--- config.mk ---
export PLATFORM = sky130hd
export DESIGN_NAME = demux1to2_stream
export DESIGN_NICKNAME = d
export VERILOG_FILES = /design/src/rtl/fifo2_nbit.sv /design/src/rtl/demux1to2_stream.sv
export SDC_FILE = /design/constraint.sdc
export NUM_CORES = 1
export LEC_CHECK = 0
export BUFFER_PORTS_ARGS = -buffer_cell sky130_fd_sc_hd__buf_2
export CAP_MARGIN = 10
export CORE_MARGIN = 2
export CORE_UTILIZATION = 47
export DETAILED_ROUTE_END_ITERATION = 12
export GPL_TIMING_DRIVEN = 0
export PLACE_DENSITY = 0.76
export SYNTH_ARGS = -nofsm -noshare
export SYNTH_HDL_FRONTEND = slang
export SYNTH_HIERARCHICAL = 1
export SYNTH_SLANG_ARGS = --single-unit
--- constraint.sdc ---
create_clock -name clk -period 4.61 [get_ports clk]
set_input_delay 0.922 -clock clk [delete_from_list [all_inputs] [get_ports clk]]
set_output_delay 0.922 -clock clk [all_outputs]
set_load 0.03 [all_outputs]
--- src/rtl/fifo2_nbit.sv ---
// rtl/fifo2_nbit.sv - two-entry N-bit FIFO with registered storage and 1-bit pointers
module fifo2_nbit #(
    parameter int N = 1
) (
    input  logic         clk,
    input  logic         rst_n,
    input  logic         wr_en,
    input  logic [N-1:0] wr_data,
    input  logic         rd_en,
    output logic [N-1:0] rd_data,
    output logic         full,
    output logic         empty
);
    localparam int DEPTH = 2;

    logic [N-1:0] mem_q [DEPTH];
    logic         wr_ptr_q;
    logic         rd_ptr_q;
    logic [1:0]   occ_q;
    logic [1:0]   occ_d;
    logic         push;
    logic         pop;

    assign full    = (occ_q == 2'd2);
    assign empty   = (occ_q == 2'd0);
    assign push    = wr_en & ~full;
    assign pop     = rd_en & ~empty;
    assign rd_data = mem_q[rd_ptr_q];

    always_comb begin
        occ_d = occ_q;
        case ({push, pop})
            2'b10:   occ_d = occ_q + 2'd1;
            2'b01:   occ_d = occ_q - 2'd1;
            default: occ_d = occ_q;
        endcase
    end

    always_ff @(posedge clk or negedge rst_n) begin
        if (!rst_n) begin
            for (int i = 0; i < DEPTH; i++) begin
                mem_q[i] <= '0;
            end
            wr_ptr_q <= 1'b0;
            rd_ptr_q <= 1'b0;
            occ_q    <= 2'd0;
        end else begin
            if (push) begin
                mem_q[wr_ptr_q] <= wr_data;
                wr_ptr_q        <= ~wr_ptr_q;
            end
            if (pop) begin
                rd_ptr_q <= ~rd_ptr_q;
            end
            occ_q <= occ_d;
        end
    end
endmodule

--- src/rtl/demux1to2_stream.sv ---
// rtl/demux1to2_stream.sv - streaming 1-to-2 demux with a 2-entry buffer and word counter per channel
module demux1to2_stream #(
    parameter int N     = 1,
    parameter int CNT_W = 8
) (
    input  logic             clk,
    input  logic             rst_n,
    input  logic [N-1:0]     in_data,
    input  logic             in_sel,
    input  logic             in_valid,
    output logic             in_ready,
    output logic [N-1:0]     out0_data,
    output logic             out0_valid,
    input  logic             out0_ready,
    output logic [N-1:0]     out1_data,
    output logic             out1_valid,
    input  logic             out1_ready,
    output logic [CNT_W-1:0] cnt0,
    output logic [CNT_W-1:0] cnt1
);
    logic             full0, full1;
    logic             empty0, empty1;
    logic             accept;
    logic             wr_en0, wr_en1;
    logic [CNT_W-1:0] cnt0_q, cnt0_d;
    logic [CNT_W-1:0] cnt1_q, cnt1_d;

    // Ready depends only on the selected channel's occupancy, never on a same-cycle pop.
    assign in_ready   = in_sel ? ~full1 : ~full0;
    assign accept     = in_valid & in_ready;
    assign wr_en0     = accept & ~in_sel;
    assign wr_en1     = accept & in_sel;
    assign out0_valid = ~empty0;
    assign out1_valid = ~empty1;
    assign cnt0       = cnt0_q;
    assign cnt1       = cnt1_q;

    fifo2_nbit #(.N(N)) u_fifo0 (
        .clk     (clk),
        .rst_n   (rst_n),
        .wr_en   (wr_en0),
        .wr_data (in_data),
        .rd_en   (out0_ready),
        .rd_data (out0_data),
        .full    (full0),
        .empty   (empty0)
    );

    fifo2_nbit #(.N(N)) u_fifo1 (
        .clk     (clk),
        .rst_n   (rst_n),
        .wr_en   (wr_en1),
        .wr_data (in_data),
        .rd_en   (out1_ready),
        .rd_data (out1_data),
        .full    (full1),
        .empty   (empty1)
    );

    always_comb begin
        cnt0_d = cnt0_q;
        cnt1_d = cnt1_q;
        if (wr_en0) cnt0_d = cnt0_q + 1'b1;
        if (wr_en1) cnt1_d = cnt1_q + 1'b1;
    end

    always_ff @(posedge clk or negedge rst_n) begin
        if (!rst_n) begin
            cnt0_q <= '0;
            cnt1_q <= '0;
        end else begin
            cnt0_q <= cnt0_d;
            cnt1_q <= cnt1_d;
        end
    end
endmodule
## Word-level counts from Yosys, hierarchy flattened

Index checks and enable logic that the tools add are counted.

- Register bits: 28
- Input port bits: 7
- Output and inout bits: 21
- Logic and storage cells: 71

- Add/subtract/negate cells: 6
- $lt $le $gt $ge: 6
- Equality and inequality tests: 6
- Multiplexer cells: 15
- Bitwise operators: 20
- Reduce and logical (&&, ||, !) cells: 6

Operator list:

| kind | number |
|---|---|
| $add A8 B1 Y8 const B | 2 |
| $mux W1 | 9 |
| $not A1 Y1 | 9 |
| $eq A2 B2 Y1 const B | 4 |
| $ge A2 B2 Y1 const B | 4 |
| $not A1 Y2 | 4 |
| $pmux W2 S2 | 2 |
| $and A1 B1 Y1 | 7 |
| $add A2 B1 Y2 const B | 2 |
| $bwmux W2 | 2 |
| $eq A2 B1 Y1 const B | 2 |
| $logic_not A2 Y1 | 2 |
| $lt A2 B1 Y1 const B | 2 |
| $reduce_bool A2 Y1 | 2 |
| $sub A2 B1 Y2 const B | 2 |
| $demux W1 S1 | 2 |
| $logic_and A1 B1 Y1 | 2 |

## Longest topological paths before layout

Gate-level depths: netlist (run 1).

- Word-level depth: 8
- Mapped depth: 9
- Gate-level depth less buffers: 9

## Hierarchy

Netlist (run 1), hierarchy kept.

By module, submodules not included:

| module | instances | cells an instance | area an instance (µm²) | seq. area each (µm²) |
|---|---|---|---|---|
| demux1to2_stream | 1 | 58 | 723.2 | 400.4 |
| fifo2_nbit | 2 | 23 | 282.8 | 150.1 |

## Worst setup path after synthesis (run 1)

Ideal clock, no wire load.

- Path type: input to output
- From: input port in_sel
- To: output port in_ready
- Arrival time: 1474 ps
- Required time: 3688 ps
- Setup slack: 2214 ps
- Cell stages on the path: 1
- Path buffers: 0
- Path through: mux2i_1

- Cells in the longest elaborated chain, start to end: 1

RTL lines:

| element | line | RTL |
|---|---|---|
| start: declaration | demux1to2_stream.sv:9 | `input logic in_sel,` |
| $mux W1 | demux1to2_stream.sv:29 | `assign in_ready = in_sel ? ~full1 : ~full0;` |
| end: declaration | demux1to2_stream.sv:11 | `output logic in_ready,` |

Every way passes these cells.

## Worst setup path in the final report (run 1)

Same ends and word-level chain as after synthesis.

==> impl_results.md, run 1 <==
- Average wire per standard cell: 12.38 um
- Worst Reg2Reg Path Length in Cells: 7
- Most frequent CP cell: buf_2
- Final HPWL DP: 1575 um
- Global-route wire length before repair: 3539 um
- Crit start category: primary input
- CP max stage cell: buf_2
- Clock sink count: 28
- Worst Path Buf+Inv: 2
- Initial Util: 50.64%
- Total track usage: 14.11%
- Setup crit end kind: primary output
- H-Tree Level Count: 1
- CTS tree: yes
- Synth warn: 6
- Slew HR: about three fifths
- Final core occ: 58.85%
- Worst-Skew Late Latency: about 0.32 ns
- Synth Cell Area: approximately 1300 um2
- Initial DRC Count: 11
- Pre-CTS setup slack: ~2.2 ns
- Post-synth top area cell: dfrtp_1
- Worst-path clk slew: 0.13 ns
- FMAX: 414.9 MHz
- Period utilization: 52.28%
- Gp weighted congestion: roughly 0.72
- Setup CP Type: in2out
- Worst-Margin Slew: 0.5991 ns
- First-pass DRT Iterations: 4
- Status: finished, final reports clean
- Setup TNS: 0 ns
- Num CTS Buffers: 3
- Number of cells on the critical path: 3
- Port Buf Inserts: 27
- Num rows: 18
- Post-CTS resize count: 0
- Longest Clk Path Bufs: 2
- Register bit total from synthesis: 28
- DRC Markers: 0
- Synth-to-layout area growth: 16.21%
- Die area: between 3000 and 4000 um2
- Max-Cap Viols: 0
- Number of fill cells: 213
- Total power draw: roughly 1100 uW
- Crit path max-delay family: buffers and inverters
- Ant. Diodes: 0
- Final hold violations: 0
- Via count: 850
- Post-synthesis sequential area ratio: 54.37%
- Synth Instances: about 100
- Core box area: 2545 um2
- Die X: 56.37 um
- Max IR drop VDD: around 0.4 mV
- Leak: 0.0007312 uW
- Final WS setup: between 2 and 2.5 ns
- Hold buffer count at cts: 0
- Synth Net Count: 115
- Netlist cell types: 20
- RSZ-0062 raised after global routing: no
- Minimum clock period: 2.410 ns
- HP Class: reg2reg
- Fin nets: 147
- Yosys top cell area share: 54.37%
- Critical-path maximum fanout: 4
- Cell depth of the worst hold path: 1
- CP Cell Sequence: buf_2 > mux2i_1 > buf_2
- WL final: 2042 um
- Final setup violation count: 0
- Detail Route Antenna Nets: 0
- Area contributors post-synth: dfrtp_1 (54%), xnor2_1 (10%), xor2_1 (6.1%)
- Max Clock Skew: 0.01188 ns
- Arr. time, crit path: 1.49 ns
- Number of global-route vias before repair: between 800 and 900
- Slew Viols, Final: 0
- Total global routing overflow: 0
- Power Density: 703.9 nW/um2
- Io pins: 28
- Share of layout cells above drive strength 1: 29.63%
- Via/cell ratio: 5.152
- Number of setup buffers added after CTS: 0
- Antenna violations before repair: 0
- Syn avg cell area: 12.39 um2
- Root Buffer: clkbuf_4
- Largest net degree at the start of global routing: 29
- Worst Path Required: 3.69 ns
- Die H: 56.37 um
- CP max stage delay: 0.22 ns
==> worst reg2reg max path: cells and delay by family (launching register included) <==
family | cells | cell delay [ns]
and+or+nand+nor | 4 | 0.91
DFF | 1 | 0.44
adders and majority gates | 1 | 0.36
xor gates and xnor gates | 1 | 0.16
buffers and inverters | 1 | 0.08
==> cells by family after synthesis <==
family,synth area share (%)
DFF,54.37
buffers and inverters,1.456
and+or+nand+nor,16.21
adders and majority gates,3.884
muxes,7.767
xor gates and xnor gates,16.31
==> layer usage <==
metal | global-route usage (%) | vias to the layer above | wire, um
met5 | 0 | - | 0
li1 | - | 417 | -
met4 | 6.122 | 0 | 10
met1 | 17.19 | 417 | 906
met3 | 2.304 | 2 | 77
met2 | 24.54 | 14 | 1048
==> power breakdown <==
group	switching, uW	internal (uW)
combinational	292	195
clock	67.8	48.3
sequential	102	349
==> synth_stat cells <==
cell	count
ha_1	4
nor3_1	2
dfrtp_1	28
nor3b_4	1
nor2b_1	2
xor2_1	9
nand3b_1	2
mux2i_1	1
xnor2_1	15
mux2_2	4
inv_1	5
nand2b_2	2
nand3b_2	1
nand3_1	5
nor2_1	5
and3_1	3
and4b_2	1
nand4_1	5
mux2_1	4
nand2_1	5
==> through the flow <==
stage               hold WS [ns]  cell area [um2]  cells
floorplan                 0.4502             1289    104
global placement          0.4510             1461    161
detailed placement        0.4580             1461    161
CTS                       0.4817             1498    165
global route              0.5017             1498    165
finish                    0.4734             1498    165
==> path summary, 6_finish.rpt <==
check | to | from | slack (ns)
min in group asynchronous | u_fifo0/rd_ptr_q | rst_n | 0.58
hold reg to reg | cnt1[7] | cnt1[7] | 0.47
setup / recovery | in_ready | in_sel | 2.20
max in group asynchronous | cnt1[5] | rst_n | 3.63
hold / removal | cnt1[7] | cnt1[7] | 0.47
setup reg to reg | u_fifo0/occ_q[1] | u_fifo0/occ_q[0] | 2.60
==> cell usage in the layout, fill, tap and decap left out, types with 4 or more instances in the layout <==
master | Yosys | layout
nand4_1 | 5 | 5
nor2_1 | 5 | 5
ha_1 | 4 | 4
xnor2_1 | 15 | 15
dfrtp_1 | 28 | 28
nand3_1 | 5 | 5
mux2_1 | 4 | 4
buf_2 | 0 | 27
inv_1 | 5 | 5
xor2_1 | 9 | 9
mux2_2 | 4 | 4
nand2_1 | 5 | 5
==> area by class of cell <==
type	instances	area (um2)	share of cell area, %
clock buffers	4	36.28	2.423
inverters	5	18.77	1.253
multi-input cells	71	569.3	38.01
flip-flops and latches	28	700.7	46.78
well taps	30	37.54	2.506
repair buffers	27	135.1	9.023
==> flip-flops by register name, indices dropped and copies added, names as in the netlist <==
name              count
u_fifo0/occ_q         2
u_fifo0/wr_ptr_q      1
u_fifo1/occ_q         2
cnt0                  8
u_fifo1/wr_ptr_q      1
u_fifo0/mem_q         2
u_fifo1/rd_ptr_q      1
u_fifo0/rd_ptr_q      1
cnt1                  8
u_fifo1/mem_q         2
No activity file was read; power rests on OpenSTA's default activity.
==> run 2: changes to the inputs <==
ABC_AREA = 1   (was unset)
PLACE_DENSITY = 0.77   (was 0.76)
clock period = 2 ns   (was 4.61 ns; I/O delays follow)
==> run 2 against run 1 <==
Effect of this change:
- clock power grew 130%
- setup slack worse by 2.0 ns
- wire length grew 28%
- global-route usage increased by 3.0 points
- sequential power is 120% higher
- count of clock-buffer cells in the layout stayed put
- core utilization fell by 2.4 points
- design area is 14% higher
- sequential cell count unchanged
- combinational power grew 140%
- register-to-register slack got worse by 2.4 ns
- critical path type is now reg2reg
- largest power group unchanged
==> impl_results.md, run 2 <==
- Status: finished, final reports clean
- Detail Route Antenna Nets: 0 (unchanged)
- Arr. time, crit path: 2.04 ns (+0.55 ns)
- Final setup violation count: 0 (unchanged)
- Die area: 3623 um2 (+14%)
- Share of layout cells above drive strength 1: 23.70% (-5.9 points)
- Synth Instances: 180 (+73%)
- Register bit total from synthesis: 28 (unchanged)
- Largest net degree at the start of global routing: 29 (unchanged)
- Longest Clk Path Bufs: 2 (unchanged)
- Number of global-route vias before repair: 1,133 (+36%)
- WL final: 2608 um (+28%)
- Port Buf Inserts: 27 (unchanged)
- Ant. Diodes: 0 (unchanged)
- Setup crit end kind: flop
- Setup TNS: 0 ns (unchanged)
- Initial DRC Count: 38 (+27)
- Placed insts: 251 (+56%)
- HP Class: in2async
- Gp weighted congestion: 0.7553 (+5.2%)
- Core box area: 3028 um2 (+19%)
- Average wire per standard cell: 10.23 um (-17%)
- Setup CP Type: reg2reg
- FMAX: 555.0 MHz
- Most frequent cells in the layout: nand2_1 (60), dfrtp_1 (28), buf_2 (27)
- Post-Layout Cell Count: 255 (+55%)
- Total track usage: 17.06% (+3.0 points)
- Worst-path clk slew: 0.14 ns (about the same)
- Worst-Margin Slew: 0.6133 ns (+0.01417 ns)
- Leak: 0.0009716 uW (+33%)
- Hold buffer count at cts: 0 (unchanged)
- Synth cell count leaders: nand2_1 (60), dfrtp_1 (28), inv_1 (26)
- Worst Reg2Reg Path Length in Cells: 12 (+5)
- Synth Cell Area: 1484 um2 (+15%)
- Final core occ: 56.49% (-2.4 points)
- Number of setup buffers added after CTS: 0 (unchanged)
- Synth Net Count: 191 (+66%)
- Max Clock Skew: 0.004886 ns (-0.006994 ns)
- Io pins: 28 (unchanged)
- Via/cell ratio: 4.710 (-8.6%)
- Root Buffer: clkbuf_4
- FF-to-FF End: u_fifo0/occ_q[1]
- RSZ-0062 raised after global routing: no
- CP Cell Sequence: inv_2 > nand2_4 > inv_1 > inv_1 > nand2_2 > nor2_4 > nand2_2 > ha_1 > inv_1 > nand3_1 > nand2_1 > nand2_1
- Post-synthesis async set-or-reset flop share: 100.0% (unchanged)
- Worst-Skew Late Latency: 0.33 ns (about the same)
- Global-route wire length before repair: 4671 um (+32%)
- Num CTS Buffers: 3 (unchanged)
- CP max stage cell: dfrtp_1
- Post-synth top area cell: dfrtp_1
- Most frequent cell after synthesis: nand2_1
- Antenna violations before repair: 0 (unchanged)
- Slew Viols, Final: 0 (unchanged)
- Num rows: 20 (+2)
- Total global routing overflow: 0 (unchanged)
- Clock sink count: 28 (unchanged)
- Power Density: 1419 nW/um2 (+100%)
- Synth warn: 6 (unchanged)
- Post-synthesis sequential area ratio: 47.22% (-7.2 points)
- EDFF count, synth: 0 (unchanged)
- Syn avg cell area: 8.244 um2 (-33%)
- Crit start category: flop
- Slew HR: 59.11% (-0.94 points)
- Number of fill cells: 294 (+38%)
- Fin nets: 223 (+52%)
- Critical-path maximum fanout: 12 (+8)
- Commonest non-fill, non-tap cell in the layout: nand2_1
- Die H: 60.19 um (+6.8%)
- Final HPWL DP: 1974 um (+25%)
- Worst r2r src: u_fifo0/occ_q[0]
- Netlist cell types: 17 (-15%)
- Reg2reg setup slack: 0.20 ns (-2.40 ns)
- Die X: 60.19 um (+6.8%)
- Final hold violations: 0 (unchanged)
- Minimum clock period: between 1.5 and 2 ns
- Most frequent CP cell: inv_1
- CP max stage delay: 0.42 ns (+0.20 ns)
- Max IR drop VDD: 0.7175 mV (+77%)
- H-Tree Level Count: 1 (unchanged)
- Post-CTS resize count: 0 (unchanged)
- Yosys top cell area share: 47.22% (-7.2 points)
- Main synth FF type: dfrtp_1
- DRC Markers: 0 (unchanged)
- First-pass DRT Iterations: 4 (unchanged)
- Max-Cap Viols: 0 (unchanged)
- Via count: 1,201 (+41%)
- Area contributors post-synth: dfrtp_1 (47%), nand2_1 (15%), inv_1 (6.6%)
- CTS tree: yes
- Synth-to-layout area growth: 15.26%
- Worst Path Required: 2.24 ns (-1.45 ns)
- Period utilization: around nine tenths
- Initial Util: 49.01% (-1.6 points)
[run 2: cell count changes in the layout (fill, tap and decap cells not counted), moves of 4 or more]
cell / previous run / this run
nand3_1: 5 / 12
xnor2_1: 15 / 5
nand2_2: 0 / 8
mux2_1: 4 / 0
nor2_1: 5 / 9
inv_1: 5 / 26
nand2_1: 5 / 60
xor2_1: 9 / 5
mux2_2: 4 / 0
[run 2: cells by family (layout without fill, tap and decap cells)]
family | Yosys count | count (layout) | share of synthesized area [%]
XOR/XNOR | 10 | 10 | 5.902
AND/OR/NAND/NOR | 108 | 108 | 35.75
adder cells (fa/ha/maj) | 4 | 4 | 3.373
buffers and inverters | 30 | 61 | 7.757
flip-flops | 28 | 28 | 47.22
[run 2: where the power goes]
part | internal, uW | total (uW) | switching [uW] | leakage, uW
logic | 387 | 1170 | 780 | 0.000596
clock network | 112 | 272 | 160 | 0.0000210
registers | 777 | 990 | 213 | 0.000355
[run 2: metal layers]
layer / routed length (um) / up-vias / GRT usage [%] / share of wire, %
met1: 1264 / 557 / 22.80 / 48
met5: 0 / - / 0 / 0
li1: - / 618 / - / -
met3: 120 / 4 / 3.247 / 4.6
met4: 37 / 0 / 6.667 / 1.4
met2: 1186 / 22 / 27.17 / 45
[run 2: metrics by stage]
step                cell area, um2  power (uW)  setup WS [ns]  hold WS (ns)
global placement              1674        2138         0.2361        0.4542
global route                  1710        2648        0.07291       0.08762
detailed placement            1674        2174         0.2119        0.4529
finish                        1710        2428         0.1982       0.05900
CTS                           1710        2454         0.1834       0.07447
floorplan                     1484        1872         0.3641        0.1044
[run 2: worst max-delay path by stage]
stage          slack (ns)             start                to  depth (start not counted)
5_1_grt              0.07  u_fifo0/occ_q[0]  u_fifo0/occ_q[1]                         12
3_5_place_dp         0.21  u_fifo0/occ_q[0]  u_fifo0/occ_q[1]                         12
4_1_cts              0.18  u_fifo0/occ_q[0]  u_fifo0/occ_q[1]                         12
3_3_place_gp         0.24  u_fifo0/occ_q[0]  u_fifo0/occ_q[1]                         12
6_report             0.20  u_fifo0/occ_q[0]  u_fifo0/occ_q[1]                         12
2_1_floorplan        0.36  u_fifo0/occ_q[0]  u_fifo0/occ_q[1]                         12
[run 2: cell type report]
class | count | area, um2 | share of cell area [%]
Clock buffer | 4 | 36.28 | 2.121
Inverter | 30 | 115.1 | 6.730
Multi-Input combinational cell | 122 | 668.1 | 39.06
Sequential cell | 28 | 700.7 | 40.97
Tap cell | 44 | 55.05 | 3.219
Timing Repair Buffer | 27 | 135.1 | 7.901
[run 2: worst max-delay path: cells and delay by family (launching register included)]
| kind | cells | cell delay (ns) |
|---|---|---|
| fa+ha+maj | 1 | 0.32 |
| buf+inv | 4 | 0.28 |
| flops | 1 | 0.42 |
| simple gates | 7 | 0.69 |
==> run 3: changes to the inputs <==
CORE_UTILIZATION = 49   (was 47)
PLACE_DENSITY = 0.8   (was 0.77)
SETUP_SLACK_MARGIN = 0.3   (was unset)
SYNTH_HIERARCHICAL = unset   (was 1)
==> run 3 against run 2 <==
Effect of this change:
- area after synthesis rose by 1.1%
- wire length rose by 6.3%
- via count rose by 1.8%
- clock power rose by 2%
- critical path depth fell by 4
- largest power group unchanged
- count of clock-buffer cells in the layout did not move
- critical endpoint is now u_fifo1.occ_q[1]
- first-iteration DRC count rose by 2.6%
- design area rose by 1.8%
- combinational power rose by 3%
- maximum frequency rose by 11%
- critical path type unchanged
- sequential share of layout area fell by 0.71 points
==> impl_results.md, run 3 <==
- WL final: 2773 um (+6.3%)
- Worst Path Required: 2.23 ns (about the same)
- Crit start category: flop
- Synth Net Count: 197 (+3.1%)
- Die area: 3520 um2 (-2.8%)
- Arr. time, crit path: 1.85 ns (-0.19 ns)
- Leak: 0.0009317 uW (-4.1%)
- Syn avg cell area: 8.066 um2 (-2.2%)
- Final hold violations: 0 (unchanged)
- Register bit total from synthesis: 28 (unchanged)
- Yosys top cell area share: 46.71% (-0.51 points)
- Most frequent cells in the layout: nand2_1 (79), dfrtp_1 (28), buf_2 (27)
- Most frequent cell after synthesis: nand2_1
- Max IR drop VDD: 0.7625 mV (+6.3%)
- Global routing usage on met3: 3.930% (+0.68 points)
- DRC Markers: 0 (unchanged)
- Area post-placement: 1677 um2 (+0.15%)
- Average wire per standard cell: 11.00 um (+7.6%)
- Commonest non-fill, non-tap cell in the layout: nand2_1
- Critical-path maximum fanout: 10 (-2)
- Post-synthesis async set-or-reset flop share: 100.0% (unchanged)
- Io pins: 28 (unchanged)
- Most Crowded Layer GR: met2
- Slew Viols, Final: 0 (unchanged)
- Number of global-route vias before repair: 1,163 (+2.6%)
- M2 GR Usage: 31.55% (+4.4 points)
- FF/Latch Area: 700.7 um2 (unchanged)
- Slew HR: 58.69% (-0.43 points)
- Synth cell count leaders: nand2_1 (79), dfrtp_1 (28), inv_1 (21)
- First-pass DRT Iterations: 6 (+2)
- CP max stage cell: dfrtp_1
- WHS: 0.05632 ns (-0.002677 ns)
- Multi-input gate area: 696.9 um2 (+4.3%)
- Gp weighted congestion: 0.7572 (+0.25%)
- Port Buf Inserts: 27 (unchanged)
- Final setup violation count: 0 (unchanged)
- Root Buffer: clkbuf_4
- Total global routing overflow: 0 (unchanged)
- Synth-to-layout area growth: 16.01%
- Setup CP Type: reg2reg
- Synth warn: 0 (-6)
- CP max stage delay: 0.42 ns (about the same)
- CP Cell Sequence: inv_2 > nand2_4 > nand3_4 > buf_6 > ha_1 > a21oi_1 > o21ai_0 > xor2_1
- Final core occ: 58.45% (+2.0 points)
- Initial DRC Count: 39 (+2.6%)
- Met1 global-route usage: 21.67% (-1.1 points)
- Power Density: 1424 nW/um2 (+0.32%)
- Setup TNS: 0 ns (unchanged)
- Period utilization: 81.30% (-8.8 points)
- Seq pwr share: 40.0% (-0.8 points)
- Detail Route Antenna Nets: 0 (unchanged)
- Worst Path Buf+Inv: 2 (-2)
- EDFF count, synth: 0 (unchanged)
- Psw: 1158 uW (+0.52%)
- Clock network power share: 11.2% (about the same)
- Crit path max-delay family: flip-flops
- Core box area: 2978 um2 (-1.7%)
- RSZ-0062 raised after global routing: no
- Num rows: 20 (unchanged)
- Worst-Margin Slew: 0.6197 ns (+0.006436 ns)
- Via/cell ratio: 4.853 (+3.0%)
- Max-Cap Viols: 0 (unchanged)
- Worst-Skew Late Latency: 0.33 ns (about the same)
- Initial Util: 50.38% (+1.4 points)
- Final HPWL DP: 2033 um (+3.0%)
- Netlist cell types: 23 (+6)
- Setup crit end kind: flop
- Num CTS Buffers: 3 (unchanged)
- Share of layout cells above drive strength 1: 23.74% (+0.048 points)
- FMAX: 615.0 MHz (+11%)
- Max Clock Skew: 0.009923 ns (+0.005038 ns)
- HP Class: in2async
- Number of fill cells: 256 (-13%)
- Net Sw Frac: 46.75% (-0.72 points)
- H-Tree Level Count: 1 (unchanged)
- Internal: 1320 uW (+3.5%)
- CTS tree: yes
- Total track usage: 17.68% (+0.62 points)
- Worst-path clk slew: 0.15 ns (about the same)
- Status: finished, final reports clean
- Global-route wire length before repair: 4809 um (+3.0%)
- Combinational share of power: 48.8% (+0.8 points)
- Post-synth top area cell: dfrtp_1
- Largest net degree at the start of global routing: 29 (unchanged)
- Synth Cell Area: 1500 um2 (+1.1%)
- Synth Instances: 186 (+3.3%)
- Minimum clock period: 1.626 ns (-0.1758 ns)
- Antenna violations before repair: 0 (unchanged)
- Post-route design area: 1740 um2 (+1.8%)
- Die X: 59.33 um (-1.4%)
- Longest Clk Path Bufs: 2 (unchanged)
- Main synth FF type: dfrtp_1
- Ant. Diodes: 0 (unchanged)
- Clock sink count: 28 (unchanged)
- Via count: 1,223 (+1.8%)
- Die H: 59.33 um (-1.4%)
- Fin nets: 231 (+3.6%)
- Area contributors post-synth: dfrtp_1 (47%), nand2_1 (20%), inv_1 (5.3%)
- Post-synthesis sequential area ratio: 46.71% (-0.51 points)
## run 3: changes by cell type after synthesis, sizes merged, moves of 3 or more
cell    previous run  this run
nand3             16         9
nand4              8         0
inv               30        23
nand2             70        82
o21ai              0         9
nand3b             4         1
## run 3: worst paths after layout
path	from	to	slack, ns	cells past startpoint
worst min register to register	u_fifo0.mem_q[0]	u_fifo0.mem_q[0]	0.52	2
worst max-delay path	u_fifo1.occ_q[0]	u_fifo1.occ_q[1]	0.37	8
worst min-delay path	rst_n	u_fifo1.rd_ptr_q	0.06	1
max in group asynchronous	rst_n	u_fifo0.wr_ptr_q	1.53	1
min in group clk	out1_ready	u_fifo1.rd_ptr_q	0.36	3
worst max register to register	u_fifo1.occ_q[0]	u_fifo1.occ_q[1]	0.37	8
## run 3: logic make-up (layout without fill, tap and decap cells)
kind of cell	after synthesis	count (layout)	synth area share, %
flip-flops	28	28	46.71
AO/OA/AOI/OAI	11	11	3.920
XOR/XNOR	12	12	7.006
adder cells (fa/ha/maj)	4	4	3.336
AND/OR/NAND/NOR	104	104	31.36
buffers and inverters	27	60	7.674
## run 3: final cells by class
cell class | instances | share of cell area [%]
Buffer | 2 | 1.078
Clock buffer | 4 | 2.085
Inverter | 25 | 5.536
Multi-Input combinational cell | 131 | 40.04
Sequential cell | 28 | 40.26
Tap cell | 33 | 2.372
Timing Repair Buffer | 29 | 8.627
## run 3: power by group through the flow
stage,Combinational (uW),Clock [uW],Sequential (uW)
after floorplan,715,0,1150
after global placement,1120,0,993
after detailed placement,1170,0,996
after CTS,1170,287,987
after global routing,1340,310,1030
final,1210,277,992
## run 3: worst register-to-register path, delay by kind of cell, from the launching register on
| family | cells | cell delay, ns |
|---|---|---|
| buffers and inverters | 2 | 0.24 |
| XOR/XNOR | 1 | 0.15 |
| AO/OA/AOI/OAI | 2 | 0.24 |
| adder cells (fa/ha/maj) | 1 | 0.30 |
| flip-flops | 1 | 0.42 |
| AND/OR/NAND/NOR | 2 | 0.17 |
## run 3: repair_timing
item / in CTS / in global routing
gates resized for setup: 0 / 3
endpoints found under the setup margin: 0 / 3
hold buffers: 0 / 0
buffers inserted: 0 / 2
## run 3: metrics by stage
stage	total power, uW	setup slack, ns	std cells
after floorplan	1860	0.3422	186
after global placement	2114	0.3170	246
after detailed placement	2164	0.2675	246
after CTS	2442	0.3474	250
after global routing	2678	0.2545	252
final	2478	0.3740	252
## run 3: layer usage
| layer | wire, um | up-vias |
|---|---|---|
| met2 | 1439 | 28 |
| met5 | 0 | - |
| met3 | 118 | 0 |
| li1 | - | 631 |
| met4 | 0 | 0 |
| met1 | 1215 | 564 |
